## config.mk

```make
export PLATFORM = sky130hd
export DESIGN_NAME = ten_bit_subtractor_seq
export DESIGN_NICKNAME = d
export VERILOG_FILES = /design/src/rtl/ten_bit_subtractor_seq_pkg.sv /design/src/rtl/ten_bit_subtractor_seq_adder.sv /design/src/rtl/ten_bit_subtractor_seq.sv
export SDC_FILE = /design/constraint.sdc
export NUM_CORES = 1
export LEC_CHECK = 0
export BUFFER_PORTS_ARGS = -buffer_cell sky130_fd_sc_hd__clkbuf_2
export CORE_AREA = 4 4 80 82
export CTS_CLUSTER_SIZE = 25
export DETAILED_ROUTE_END_ITERATION = 7
export DIE_AREA = 0 0 84 86
export GPL_ROUTABILITY_DRIVEN = 0
export MAX_ROUTING_LAYER = met4
export PLACE_DENSITY = 0.6
export SLEW_MARGIN = 5
export SYNTH_ARGS = -nofsm -noshare
export SYNTH_HDL_FRONTEND = slang
export SYNTH_SLANG_ARGS = --single-unit
export TNS_END_PERCENT = 1
```

## constraint.sdc

```tcl
create_clock -name clk -period 2.36 [get_ports clk]
set_input_delay 0.236 -clock clk [delete_from_list [all_inputs] [get_ports clk]]
set_output_delay 0.236 -clock clk [all_outputs]
set_load 0.01 [all_outputs]
```

## src/rtl/ten_bit_subtractor_seq_pkg.sv

```systemverilog
// rtl/ten_bit_subtractor_seq_pkg.sv - shared widths and FSM encoding for the sliced subtractor
package ten_bit_subtractor_seq_pkg;
  localparam int DATA_W  = 10;
  localparam int SLICE_W = 4;
  localparam int EXT_W   = 12;

  typedef enum logic [2:0] {
    ST_IDLE = 3'd0,
    ST_S0   = 3'd1,
    ST_S1   = 3'd2,
    ST_S2   = 3'd3,
    ST_FIN  = 3'd4
  } state_t;
endpackage

```

## src/rtl/ten_bit_subtractor_seq_adder.sv

```systemverilog
// rtl/ten_bit_subtractor_seq_adder.sv - 4-bit ripple slice adder with carry in/out
module FourBitAdder
  import ten_bit_subtractor_seq_pkg::*;
(
  input  logic               cin,
  input  logic [SLICE_W-1:0] a,
  input  logic [SLICE_W-1:0] b,
  output logic [SLICE_W-1:0] sum,
  output logic               cout
);
  assign {cout, sum} = {1'b0, a} + {1'b0, b} + {{SLICE_W{1'b0}}, cin};
endmodule

```

## src/rtl/ten_bit_subtractor_seq.sv

```systemverilog
// rtl/ten_bit_subtractor_seq.sv - 10-bit signed subtractor, one 4-bit slice per cycle
// A - B is formed as A + ~B + 1 through a single time-shared slice adder.
module ten_bit_subtractor_seq
  import ten_bit_subtractor_seq_pkg::*;
(
  input  logic              clk,
  input  logic              reset,
  input  logic              start,
  input  logic [DATA_W-1:0] A,
  input  logic [DATA_W-1:0] B,
  output logic [DATA_W-1:0] Diff,
  output logic              Overflow,
  output logic              busy,
  output logic              done
);
  localparam int TOP_LO = DATA_W - 2*SLICE_W;

  state_t               state, state_next;
  logic [DATA_W-1:0]    a_q, b_q;
  logic [EXT_W-1:0]     a_ext, b_ext;
  logic [2*SLICE_W-1:0] low_q;
  logic                 carry_q;
  logic [SLICE_W-1:0]   slice_a, slice_b, slice_sum;
  logic                 slice_cin, slice_cout;
  logic                 slice_msb_unused;

  assign a_ext = {{(EXT_W-DATA_W){a_q[DATA_W-1]}}, a_q};
  assign b_ext = {{(EXT_W-DATA_W){~b_q[DATA_W-1]}}, ~b_q};
  // Bit 11 of the extended result only duplicates bit 10.
  assign slice_msb_unused = slice_sum[SLICE_W-1];

  always_ff @(posedge clk) begin
    if (reset) state <= ST_IDLE;
    else       state <= state_next;
  end

  always_comb begin
    state_next = state;
    slice_a    = a_ext[0 +: SLICE_W];
    slice_b    = b_ext[0 +: SLICE_W];
    slice_cin  = 1'b1;
    case (state)
      ST_IDLE: if (start) state_next = ST_S0;
      ST_S0:   state_next = ST_S1;
      ST_S1: begin
        state_next = ST_S2;
        slice_a    = a_ext[SLICE_W +: SLICE_W];
        slice_b    = b_ext[SLICE_W +: SLICE_W];
        slice_cin  = carry_q;
      end
      ST_S2: begin
        state_next = ST_FIN;
        slice_a    = a_ext[2*SLICE_W +: SLICE_W];
        slice_b    = b_ext[2*SLICE_W +: SLICE_W];
        slice_cin  = carry_q;
      end
      ST_FIN:  state_next = ST_IDLE;
      default: state_next = ST_IDLE;
    endcase
  end

  FourBitAdder u_adder (
    .cin  (slice_cin),
    .a    (slice_a),
    .b    (slice_b),
    .sum  (slice_sum),
    .cout (slice_cout)
  );

  always_ff @(posedge clk) begin
    if (reset) begin
      a_q      <= '0;
      b_q      <= '0;
      low_q    <= '0;
      carry_q  <= 1'b0;
      Diff     <= '0;
      Overflow <= 1'b0;
      busy     <= 1'b0;
      done     <= 1'b0;
    end else begin
      busy <= (state_next != ST_IDLE);
      done <= (state_next == ST_FIN);
      case (state)
        ST_IDLE: if (start) begin
          a_q <= A;
          b_q <= B;
        end
        ST_S0: begin
          low_q[0 +: SLICE_W] <= slice_sum;
          carry_q             <= slice_cout;
        end
        ST_S1: begin
          low_q[SLICE_W +: SLICE_W] <= slice_sum;
          carry_q                   <= slice_cout;
        end
        // Final carry-out is dropped; overflow is bit 10 vs bit 9 of the result.
        ST_S2: begin
          Diff     <= {slice_sum[TOP_LO-1:0], low_q};
          Overflow <= slice_sum[TOP_LO] ^ slice_sum[TOP_LO-1];
        end
        default: ;
      endcase
    end
  end
endmodule

```

# ---- Word-level counts from Yosys, hierarchy flattened
# Cells that the tools add are included.
dict set report totals {
  out_inout_bits 13
  word_cells 29
  ff_bits 45
}
dict set report op_classes {
  mux 5
  reduce_logical 5
  n_addsub 2
  eq_ne 4
  n_bitwise 3
}
# op count
set ops {}
lappend ops {{case mux 4 bit (2 select lines)} 2}
lappend ops {{case mux 3 bit (4 select lines)} 1}
lappend ops {{inverter 10 bit} 1}
lappend ops {{== test 3 x 2 -> 1 bit (second input constant)} 2}
lappend ops {{adder 4 x 4 -> 5 bit} 1}
lappend ops {{adder 5 x 1 -> 5 bit} 1}
lappend ops {{OR reduction 2 bit} 2}
lappend ops {{== test 3 x 1 -> 1 bit (second input constant)} 1}
lappend ops {{== test 3 bit (second input constant)} 1}
lappend ops {{zero test 3 bit} 1}
lappend ops {{2-to-1 mux 3 bit} 1}
lappend ops {{nonzero test 3 bit} 1}
lappend ops {{AND reduction 2 bit} 1}
lappend ops {{2-to-1 mux 1 bit} 1}
lappend ops {{inverter 1 bit} 1}
lappend ops {{XOR 1 bit} 1}

# ---- Depth between registers and ports, before layout
# Gate-level depths: netlist of the first run.
dict set report depth {
  depth_word 5
  mapped_depth 10
  ltp_nobuf 8
}

# ---- By module
# From an unflattened synthesis of the first run, not the netlist that was laid out.
dict set report unflattened {
  hier_cells 235
  hier_area_um2 1930.6
}
# module n_inst area_each_um2 cells_each seq_area_each_um2
set by_module_without_submodules {}
lappend by_module_without_submodules {ten_bit_subtractor_seq 1 1786.7 219 900.9}
lappend by_module_without_submodules {FourBitAdder 1 143.9 16 0.0}

# ---- Least setup slack after synthesis of the first run
# No wires, ideal clock.
dict set report synth_timing {
  path_type {register -> register}
  start {register state[2]}
  end {register Overflow}
  synth_period_minus_slack_ps 2557
  t_arrival_ps 2443
  stages_incl_launch_ff 10
  setup_slack_ps -197
  n_path_buf 2
  path_cell_list {dfxtp_1 > nand2b_1 > clkbuf_1 > clkbuf_1 > o21ai_0 > fa_1 > fa_1 > xnor2_1 > xnor2_1 > a21o_1}
}
dict set report synth_via {
  elab_chain_len 5
}
# element line_no
set synth_lines {}
lappend synth_lines {{start: declaration} ten_bit_subtractor_seq.sv:18} ;# state_t state, state_next;
lappend synth_lines {{start signal: assignment} ten_bit_subtractor_seq.sv:34} ;# else state <= state_next;
lappend synth_lines {{== test 3 x 2 -> 1 bit (on tied branches)} {ten_bit_subtractor_seq.sv:42, ten_bit_subtractor_seq.sv:83}}
lappend synth_lines {{case mux 4 bit (2 select lines) or OR reduction 2 bit (tied branches)} -}
lappend synth_lines {{adder 4 x 4 -> 5 bit or 2-to-1 mux 1 bit (tied branches)} {ten_bit_subtractor_seq_adder.sv:11, ten_bit_subtractor_seq.sv:42}}
lappend synth_lines {{adder 5 x 1 -> 5 bit} ten_bit_subtractor_seq_adder.sv:11} ;# assign {cout, sum} = {1'b0, a} + {1'b0, b} + {{SLICE_W{1'b0}}, cin};
lappend synth_lines {{XOR 1 bit} ten_bit_subtractor_seq.sv:99} ;# Overflow <= slice_sum[TOP_LO] ^ slice_sum[TOP_LO-1];
lappend synth_lines {{end signal: assignment} ten_bit_subtractor_seq.sv:99}
lappend synth_lines {{end: declaration} ten_bit_subtractor_seq.sv:12} ;# output logic Overflow,
# Parallel ways exist; a longest one is shown, timed or not.
# A chain may end at the register's enable or synchronous reset.

# ---- Final worst setup path of the first run
dict set report layout_timing {
  start {register state[2]}
  end {register carry_q}
}
dict set report layout_via {
  elab_chain_len 4
}
# element line_no
set layout_lines {}
lappend layout_lines {{== test 3 x 2 -> 1 bit (on tied branches)} {ten_bit_subtractor_seq.sv:42, ten_bit_subtractor_seq.sv:83}}
lappend layout_lines {{case mux 4 bit (2 select lines) or OR reduction 2 bit (tied branches)} -}
lappend layout_lines {{adder 4 x 4 -> 5 bit or 2-to-1 mux 1 bit (tied branches)} {ten_bit_subtractor_seq_adder.sv:11, ten_bit_subtractor_seq.sv:42}}
lappend layout_lines {{adder 5 x 1 -> 5 bit} ten_bit_subtractor_seq_adder.sv:11}
lappend layout_lines {{end signal: assignment} ten_bit_subtractor_seq.sv:90} ;# carry_q <= slice_cout;
lappend layout_lines {{end signal: assignment} ten_bit_subtractor_seq.sv:94} ;# carry_q <= slice_cout;
lappend layout_lines {{end: declaration} ten_bit_subtractor_seq.sv:22} ;# logic carry_q;
# Parallel ways exist; a longest one is shown, timed or not.

==> impl_metrics.yaml, run 1 <==
worst_setup_path:
  startpoint_type: "flip-flop"
  crit_required_ns: 2.54
  endpoint_kind: "flip-flop"
  critical_path_class: "reg -> reg"
  crit_end: "carry_q"
  cp-startpoint: "state[2]"
  rrSetupSlack_ns: 0.11
  arrival_ns: 2.42
  ff2ff_path_depth: 7
  r2r_end: "carry_q"
  critPathMaxFanout: 8
  r2r-start: "state[2]"
run:
  drv_cap: 0
sta:
  grt_setup_unrepaired: "no"
  post-route-period-util_pct: 95.2
  finalHoldViolations: 0
  fin_setup_tns_ns: 0
  layout_min_cycle_time_ns: 2.25
  setup_viol: 0
  maxSlewViolCount: 0
  fmax_mhz: 445
  holdWs_ns: 0.149
  skew_ns: 0.00579
  slew-limit-headroom_pct: 67.6
  worstMarginPinSlew_ns: 0.483
finish:
  drive_above_1_share_pct: 26.5
  antenna_cells: 0
  final_core_utilization_pct: 41.3
  layout_common_cells: "nand2_1 (68), dfxtp_1 (44), a21oi_1 (35), clkbuf_2 (35), buf_4 (12)"
  stdcell_area_um2: 2370
  layout-area-overhead-vs-synth_pct: 20.8
  multi_input_area_um2: 991
  final_common_cell: "nand2_1"
  fillCellCount: 635
  nets: 295
  register_area_um2: 902
cts:
  cts_resized: 1
  cts_root_buf: "clkbuf_8"
  postCtsSetupBuffers: 0
  cts_tree: "built"
  clk_pin_slew_ns: 0.09
  clk-insertion-delay-late_ns: 0.30
  ctsHoldBuffers: 0
  numCtsBuffers: 5
  clock_sink_count: 45
  max-clock-path-buffers: 2
  htree_num_levels: 2
synthesis:
  ys_ff_latch: 45
  syn-cell-area_um2: 1960
  synthesis.nets: 258
  yosysUniqueCellTypes: 30
  synth_warnings: 0
  netlist_instances: 230
  syn_area_per_cell_um2: 8.54
  synth.yosys.seq_area_share_pct: 45.9
power_and_ir_drop:
  p_total_w: 0.00203
  power_density_nw_per_um2: 858
  power_leakage_nw: 0.940
  peakVddDrop_mv: 0.381
place:
  portBuffers: 35
  dpl_cell_area_um2: 2240
  dpl.hpwl_um: 3030
routing:
  drc: 0
  vias_per_cell: 4.65
  ant_nets: 0
  dr.pass1.iters: 4
  wl_met3_um: 245
  highest_layer: "met4"
  drt-met1-wl_um: 1940
  dr.first_iter.drc_count: 90
  route.met2.wl_um: 1950
  num_vias: 1596
  wl_per_cell_um: 12.2
  routed_wl_um: 4200
global_route:
  antenna_found_initial: 0
  grt_pass1_wl_um: 7270
  grt_overflow: 0
  first_global_vias: 1527
  grt_max_degree: 42
  grtUsageTotal_pct: 12.8
die:
  core_area_um2: 5750
  ioPinCount: 36
  dieWidth_um: 84
  die_h_um: 86
  std_cell_rows: 28
  die_area_um2: 7220
  initial_core_util_pct: 34.2
run_status:
  status: "finished clean"
min_path:
  hold_class: "in -> reg"
## metrics by stage
step	std cells	setup WS (ns)
final	343	0.112
after global routing	343	0.0161
after CTS	343	0.0593
after detailed placement	335	0.0201
after global placement	335	0.00122
after floorplan	230	0.0396
## worst min path at each step
stage / start / endpoint / slack, ns / cells past startpoint
floorplan: A[0] / a_q[0] / 0.37 / 2
finish: A[1] / a_q[1] / 0.15 / 3
detailed placement: Diff[3] / Diff[3] / 0.45 / 2
CTS: A[1] / a_q[1] / 0.14 / 3
global route: A[1] / a_q[1] / 0.14 / 3
global placement: Diff[5] / Diff[5] / 0.44 / 2
## cell type report
type	instances	area share [%]
multi-input cells	168	41.8
well taps	75	3.96
flip-flops and latches	45	38.0
repair buffers	47	11.2
clock inverters	2	1.58
clock buffers	6	3.48
## worst max-delay path: stages, from the launching register on
cell and delay, ns:
dfxtp_1 0.32, nand2b_2 0.24, or2_2 0.32, fa_2 0.37, fa_2 0.38, a21o_1 0.17, a221oi_1 0.24, nor3_1 0.08
## Yosys cell counts (all sizes together)
cell | number | area share [%]
nor3 | 5 | 1.3
a21oi | 37 | 9.6
clkbuf | 7 | 1.3
mux2i | 10 | 5.1
or3b | 2 | 1.1
dfxtp | 45 | 46
nand2 | 68 | 13
or2 | 1 | 0.32
nor3b | 5 | 2.4
ha | 3 | 1.9
fa | 2 | 2.0
buf | 10 | 3.6
and3b | 1 | 0.45
a221oi | 1 | 0.45
nor4b | 1 | 0.45
nand3b | 1 | 0.38
a21o | 4 | 1.5
o21ai | 4 | 1.0
a2111oi | 2 | 1.5
a211oi | 2 | 0.76
a311o | 2 | 1.0
nor2 | 11 | 2.1
nand2b | 2 | 0.64
xnor2 | 3 | 1.3
or4b | 1 | 0.70
## registers in the layout, indices dropped and copies added, names as in the netlist
register,count
done,1
busy,1
Overflow,1
a_q,10
state,3
b_q,10
carry_q,1
low_q,8
Diff,10
## power breakdown
group | internal, W | leakage, nW | switching [W] | total [W]
sequential | 0.000834 | 0.367 | 0.0000434 | 0.000878
clock | 0.000344 | 0.0574 | 0.000261 | 0.000605
combinational | 0.000255 | 0.515 | 0.000297 | 0.000552
total | 0.00143 | 0.940 | 0.000601 | 0.00203
## per-layer routing
layer | GRT usage, % | vias to the layer above
met2 | 20.5 | 41
met5 | - | -
met3 | 4.32 | 7
li1 | - | 846
met4 | 4.09 | 0
met1 | 15.3 | 702
## kinds of logic after synthesis
| logic type | count (synthesis) | synth area share, % |
|---|---|---|
| compound gates | 52 | 15.9 |
| xor+xnor | 3 | 1.34 |
| fa+ha+maj | 5 | 3.95 |
| buf+inv | 17 | 4.97 |
| flops | 45 | 45.9 |
| mux | 10 | 5.10 |
| simple gates | 98 | 22.9 |
No activity file was read; power rests on OpenSTA's default activity.
==> inputs of run 2 (changes only) <==
CTS_BUF_LIST = sky130_fd_sc_hd__clkbuf_16   (was not set)
==> impl_metrics.yaml, run 2 (synthesis gave the netlist of run 1 again) <==
run_status:
  status: "finished clean"
place:
  dpl.hpwl_um: 3030
  place_inst: 335
  portBuffers: 35
  dpl_cell_area_um2: 2240
  dp_slack_ns: 0.0201
sta:
  maxSlewViolCount: 0
  layout_min_cycle_time_ns: 2.25
  post-route-period-util_pct: 95.3
  worstMarginPinSlew_ns: 0.482
  fin_setup_tns_ns: 0
  finalHoldViolations: 0
  slew-limit-headroom_pct: 67.7
  setup_viol: 0
  fmax_mhz: 445
  skew_ns: 0.00399
  grt_setup_unrepaired: "no"
  layout_setup_ws_ns: 0.111
worst_setup_path:
  crit_required_ns: 2.52
  endpoint_kind: "flip-flop"
  rrSetupSlack_ns: 0.11
  arrival_ns: 2.41
  r2r_end: "carry_q"
  ff2ff_path_depth: 7
  r2r-start: "state[2]"
  critical_path_class: "reg -> reg"
  startpoint_type: "flip-flop"
  critPathMaxFanout: 8
cts:
  cts_tree: "built"
  postCtsSetupBuffers: 0
  clock_sink_count: 45
  htree_num_levels: 2
  clk-insertion-delay-late_ns: 0.28
  numCtsBuffers: 5
  cts_root_buf: "clkbuf_16"
  max-clock-path-buffers: 2
  clk_pin_slew_ns: 0.06
min_path:
  min_from: "A[6]"
  hold_class: "in -> reg"
  min_path_cells: 3
  whs_endpoint: "a_q[6]"
die:
  dieWidth_um: 84
  core_area_um2: 5750
  ioPinCount: 36
  die_h_um: 86
  die_area_um2: 7220
  std_cell_rows: 28
  initial_core_util_pct: 34.2
finish:
  layout-area-overhead-vs-synth_pct: 23.1
  drive_above_1_share_pct: 25.7
  instances_no_fill: 343
  stdcell_area_um2: 2420
  final_common_cell: "nand2_1"
  antenna_cells: 0
  layout_common_cells: "nand2_1 (68), dfxtp_1 (45), a21oi_1 (35), clkbuf_2 (35), buf_4 (12)"
  reg_top3: "Diff: 10 flops, a_q: 10 flops, b_q: 10 flops"
  nets: 295
routing:
  dr.first_iter.drc_count: 59
  drc: 0
  wl_per_cell_um: 12.2
  dr.pass1.iters: 4
  ant_nets: 0
  routed_wl_um: 4170
  num_vias: 1602
  vias_per_cell: 4.67
global_route:
  grt_pass1_wl_um: 7200
  grt_max_degree: 42
  first_global_vias: 1517
  antenna_found_initial: 0
  grt_overflow: 0
  grtUsageTotal_pct: 12.9
power_and_ir_drop:
  power_density_nw_per_um2: 912
  peakVddDrop_mv: 0.314
  power_leakage_nw: 0.959
run:
  drv_cap: 0
run 2: cell types whose count changed in the layout (fill, tap and decap cells not counted), sizes merged:
cell    delta
clkbuf     -1
clkinv     +1
run 2: worst max-delay path, cell delays in order (launching register included):
cell and delay, ns:
dfxtp_1 0.31, nand2b_2 0.25, or2_2 0.33, fa_2 0.37, fa_2 0.38, a21o_1 0.17, a221oi_1 0.23, nor3_1 0.08
run 2: per-stage QoR:
step | hold WS, ns | total power, W | util [%]
after floorplan | 0.372 | 0.00131 | -
after global placement | 0.444 | 0.00143 | 39.0
after detailed placement | 0.446 | 0.00144 | 39.0
after CTS | 0.163 | 0.00223 | 42.0
after global routing | 0.167 | 0.00234 | 42.1
final | 0.166 | 0.00220 | 42.1
run 2: area by class of cell:
type	instances	area, um2
clock buffer	5	125
timing repair buffer	47	265
clock inverter	3	41.3
fill	634	3330
tap	75	93.8
multi-input combinational	168	991
sequential	45	901
run 2: power breakdown:
| group | leakage, nW | total [W] | internal (W) | switching, W |
|---|---|---|---|---|
| registers | 0.367 | 0.000878 | 0.000835 | 0.0000433 |
| clock network | 0.0775 | 0.000775 | 0.000495 | 0.000280 |
| logic | 0.515 | 0.000551 | 0.000255 | 0.000296 |
| total | 0.959 | 0.00220 | 0.00159 | 0.000619 |
run 2: worst max path at each step:
stage	start	endpoint	slack, ns	cells past startpoint
detailed placement	state[2]	carry_q	0.02	7
CTS	state[2]	carry_q	0.06	7
finish	state[2]	carry_q	0.11	7
floorplan	state[0]	carry_q	0.04	9
global placement	state[2]	carry_q	0.001	7
global route	state[0]	Overflow	0.0003	8
run 2: routing by layer:
layer | share of wire [%] | global-route usage, % | wire length [um] | vias to the layer above
li1 | - | - | - | 848
met1 | 47 | 15.4 | 1960 | 716
met2 | 47 | 20.6 | 1960 | 33
met3 | 5.1 | 4.32 | 214 | 5
met4 | 0.96 | 3.95 | 40 | 0
met5 | 0 | - | 0 | -
run 2: timing repair:
action	4_1_cts	5_1_grt
endpoints found under the setup margin	1	4
hold buffers	0	0
pin swaps	0	0
gates resized for setup	1	2
==> inputs of run 3 (changes only) <==
PLACE_DENSITY = 0.59   (was 0.6)
SYNTH_HIERARCHICAL = 1   (was not set)
==> impl_metrics.yaml, run 3 <==
worst_setup_path:
  r2r-start: "state[0]"
  path_buf_inv: 1
  worst_path_max_delay_cell: "dfxtp_2"
  ff2ff_path_depth: 9
  rrSetupSlack_ns: 0.20
  arrival_ns: 2.35
  path_cells: "mux2i_1, nor2_1, a21oi_2, fa_1, inv_1, fa_1, xnor2_1, xnor2_1, a211oi_1"
  cp_slowest_stage_delay_ns: 0.39
  crit_required_ns: 2.55
  critical_path_class: "reg -> reg"
  startpoint_type: "flip-flop"
  crit_family: "adder cells"
  cp-startpoint: "state[0]"
  endpoint_kind: "flip-flop"
  critPathMaxFanout: 5
  r2r_end: "Overflow"
synthesis:
  synth_top_area_share_pct: 46.7
  syn-cell-area_um2: 1930
  synth_warnings: 6
  synth_compound_area_share_pct: 14.1
  synth-simple-area-share_pct: 22.1
  yosysUniqueCellTypes: 29
  synth_edf_count: 0
  synth_common_cells: "nand2_1 (69), dfxtp_1 (45), a21oi_1 (38), mux2i_1 (12)"
  synthesis.nets: 263
  syn_area_per_cell_um2: 8.22
  async_reset_ff_share_pct: 0
  synth.yosys.seq_area_share_pct: 46.7
  yosys-top-cells-area: "dfxtp_1 (47%), nand2_1 (13%), a21oi_1 (9.9%), mux2i_1 (6.2%), o21ai_0 (2.6%)"
  netlist_instances: 235
  synth_xor_area_share_pct: 1.81
  synth_top_family_by_area: "simple AND/OR/NAND/NOR gates"
  synthMuxAreaShare_pct: 6.22
  ys_ff_latch: 45
  yosys_most_used_dff: "dfxtp_1"
  yosysMostFrequentCell: "nand2_1"
  synth_area_leader_cell: "dfxtp_1"
  synthAdderAreaFrac_pct: 4.02
place:
  dp_slack_ns: 0.0525
  dpl_cell_area_um2: 2180
  dpl.hpwl_um: 2900
  portBuffers: 35
min_path:
  min_from: "B[3]"
  whs_endpoint: "b_q[3]"
  hold_class: "in -> reg"
  min_path_cells: 3
finish:
  antenna_cells: 0
  nets: 297
  reg_top3: "Diff: 10 flops, a_q: 10 flops, b_q: 10 flops"
  stdcell_area_um2: 2350
  drive_above_1_share_pct: 22.2
  layout-area-overhead-vs-synth_pct: 21.7
  layout_common_cells: "nand2_1 (69), dfxtp_1 (44), a21oi_1 (36)"
  final_common_cell: "nand2_1"
die:
  core_area_um2: 5750
  initial_core_util_pct: 33.6
  die_h_um: 86
  dieWidth_um: 84
  std_cell_rows: 28
  ioPinCount: 36
  die_area_um2: 7220
sta:
  grt_setup_unrepaired: "no"
  fin_setup_tns_ns: 0
  maxSlewViolCount: 0
  slew-limit-headroom_pct: 38.8
  fmax_mhz: 462
  layout_min_cycle_time_ns: 2.16
  post-route-period-util_pct: 91.7
  finalHoldViolations: 0
  layout_setup_ws_ns: 0.197
  setup_viol: 0
  skew_ns: 0.00301
  worstMarginPinSlew_ns: 0.918
cts:
  htree_num_levels: 2
  clk-insertion-delay-late_ns: 0.28
  max-clock-path-buffers: 2
  cts_tree: "built"
  clk_pin_slew_ns: 0.06
  clock_sink_count: 45
  ctsHoldBuffers: 0
  numCtsBuffers: 5
  cts_root_buf: "clkbuf_16"
run:
  drv_cap: 0
global_route:
  first_global_vias: 1576
  grtUsageTotal_pct: 12.7
  grt_pass1_wl_um: 7160
  grt_overflow: 0
  antenna_found_initial: 0
  grt_max_degree: 47
routing:
  num_vias: 1605
  dr.first_iter.drc_count: 82
  routed_wl_um: 4030
  vias_per_cell: 4.65
  dr.pass1.iters: 5
  drc: 0
  wl_per_cell_um: 11.7
  ant_nets: 0
power_and_ir_drop:
  power_density_nw_per_um2: 798
  power_leakage_nw: 0.932
  peakVddDrop_mv: 0.386
run_status:
  status: "finished clean"
## run 3: cell count changes after synthesis, moves of 2 or more
cell	before	now
buf_6	3	0
buf_2	3	6
a2111oi_2	2	0
o21ai_0	4	10
mux2i_1	10	12
a21o_1	4	1
nor3b_1	3	1
nor3b_2	2	0
inv_1	0	5
or3b_4	2	0
nor2b_1	0	2
a311o_1	2	0
a21oi_1	36	38
## run 3: layout make-up
cell class | count | area, um2
fill | 608 | 3400
multi-input combinational | 169 | 958
sequential | 45 | 902
timing repair buffer | 43 | 239
clock buffer | 5 | 125
tap | 75 | 93.8
inverter | 5 | 18.8
clock inverter | 3 | 12.5
## run 3: kinds of logic (layout without fill, tap and decap cells)
group,count (synthesis),after routing
compound gates,52,52
mux,12,12
xor+xnor,4,4
flops,45,45
buf+inv,21,56
simple gates,96,96
fa+ha+maj,5,5
## run 3: stage by stage
stage	hold slack, ns	std cells	util [%]	total power (W)
finish	0.165	345	40.9	0.00188
global route	0.176	345	40.9	0.00199
CTS	0.162	345	40.4	0.00188
detailed placement	0.446	337	38.0	0.00123
global placement	0.443	337	38.0	0.00122
floorplan	0.372	235	-	0.00113
## run 3: report_power, final
group	internal, W	switching (W)	total, W
registers	0.000815	0.0000313	0.000846
logic	0.000164	0.000209	0.000374
clock network	0.000383	0.000273	0.000655
## run 3: worst register-to-register path, stage by stage, from the launching register on
cell	delay [ns]
dfxtp_2	0.39
mux2i_1	0.19
nor2_1	0.06
a21oi_2	0.12
fa_1	0.21
inv_1	0.06
fa_1	0.39
xnor2_1	0.30
xnor2_1	0.11
a211oi_1	0.22
## run 3: worst max path at each step
stage               cells past startpoint  endpoint  slack, ns
finish                                  9  Overflow       0.20
global route                            9  Overflow      0.003
floorplan                              10  Overflow       0.04
CTS                                    11   carry_q       0.02
detailed placement                      9  Overflow       0.05
global placement                       10   carry_q       0.13
## run 3: repair_timing
action | CTS | global route
gates resized for setup | 0 | 11
buffers inserted | 0 | 0
endpoints found under the setup margin | 0 | 3
## run 3: layer usage
layer | routed length (um) | global-route usage, %
met1 | 1920 | 14.9
met3 | 179 | 3.17
met2 | 1820 | 20.1
met5 | 0 | -
met4 | 102 | 6.58
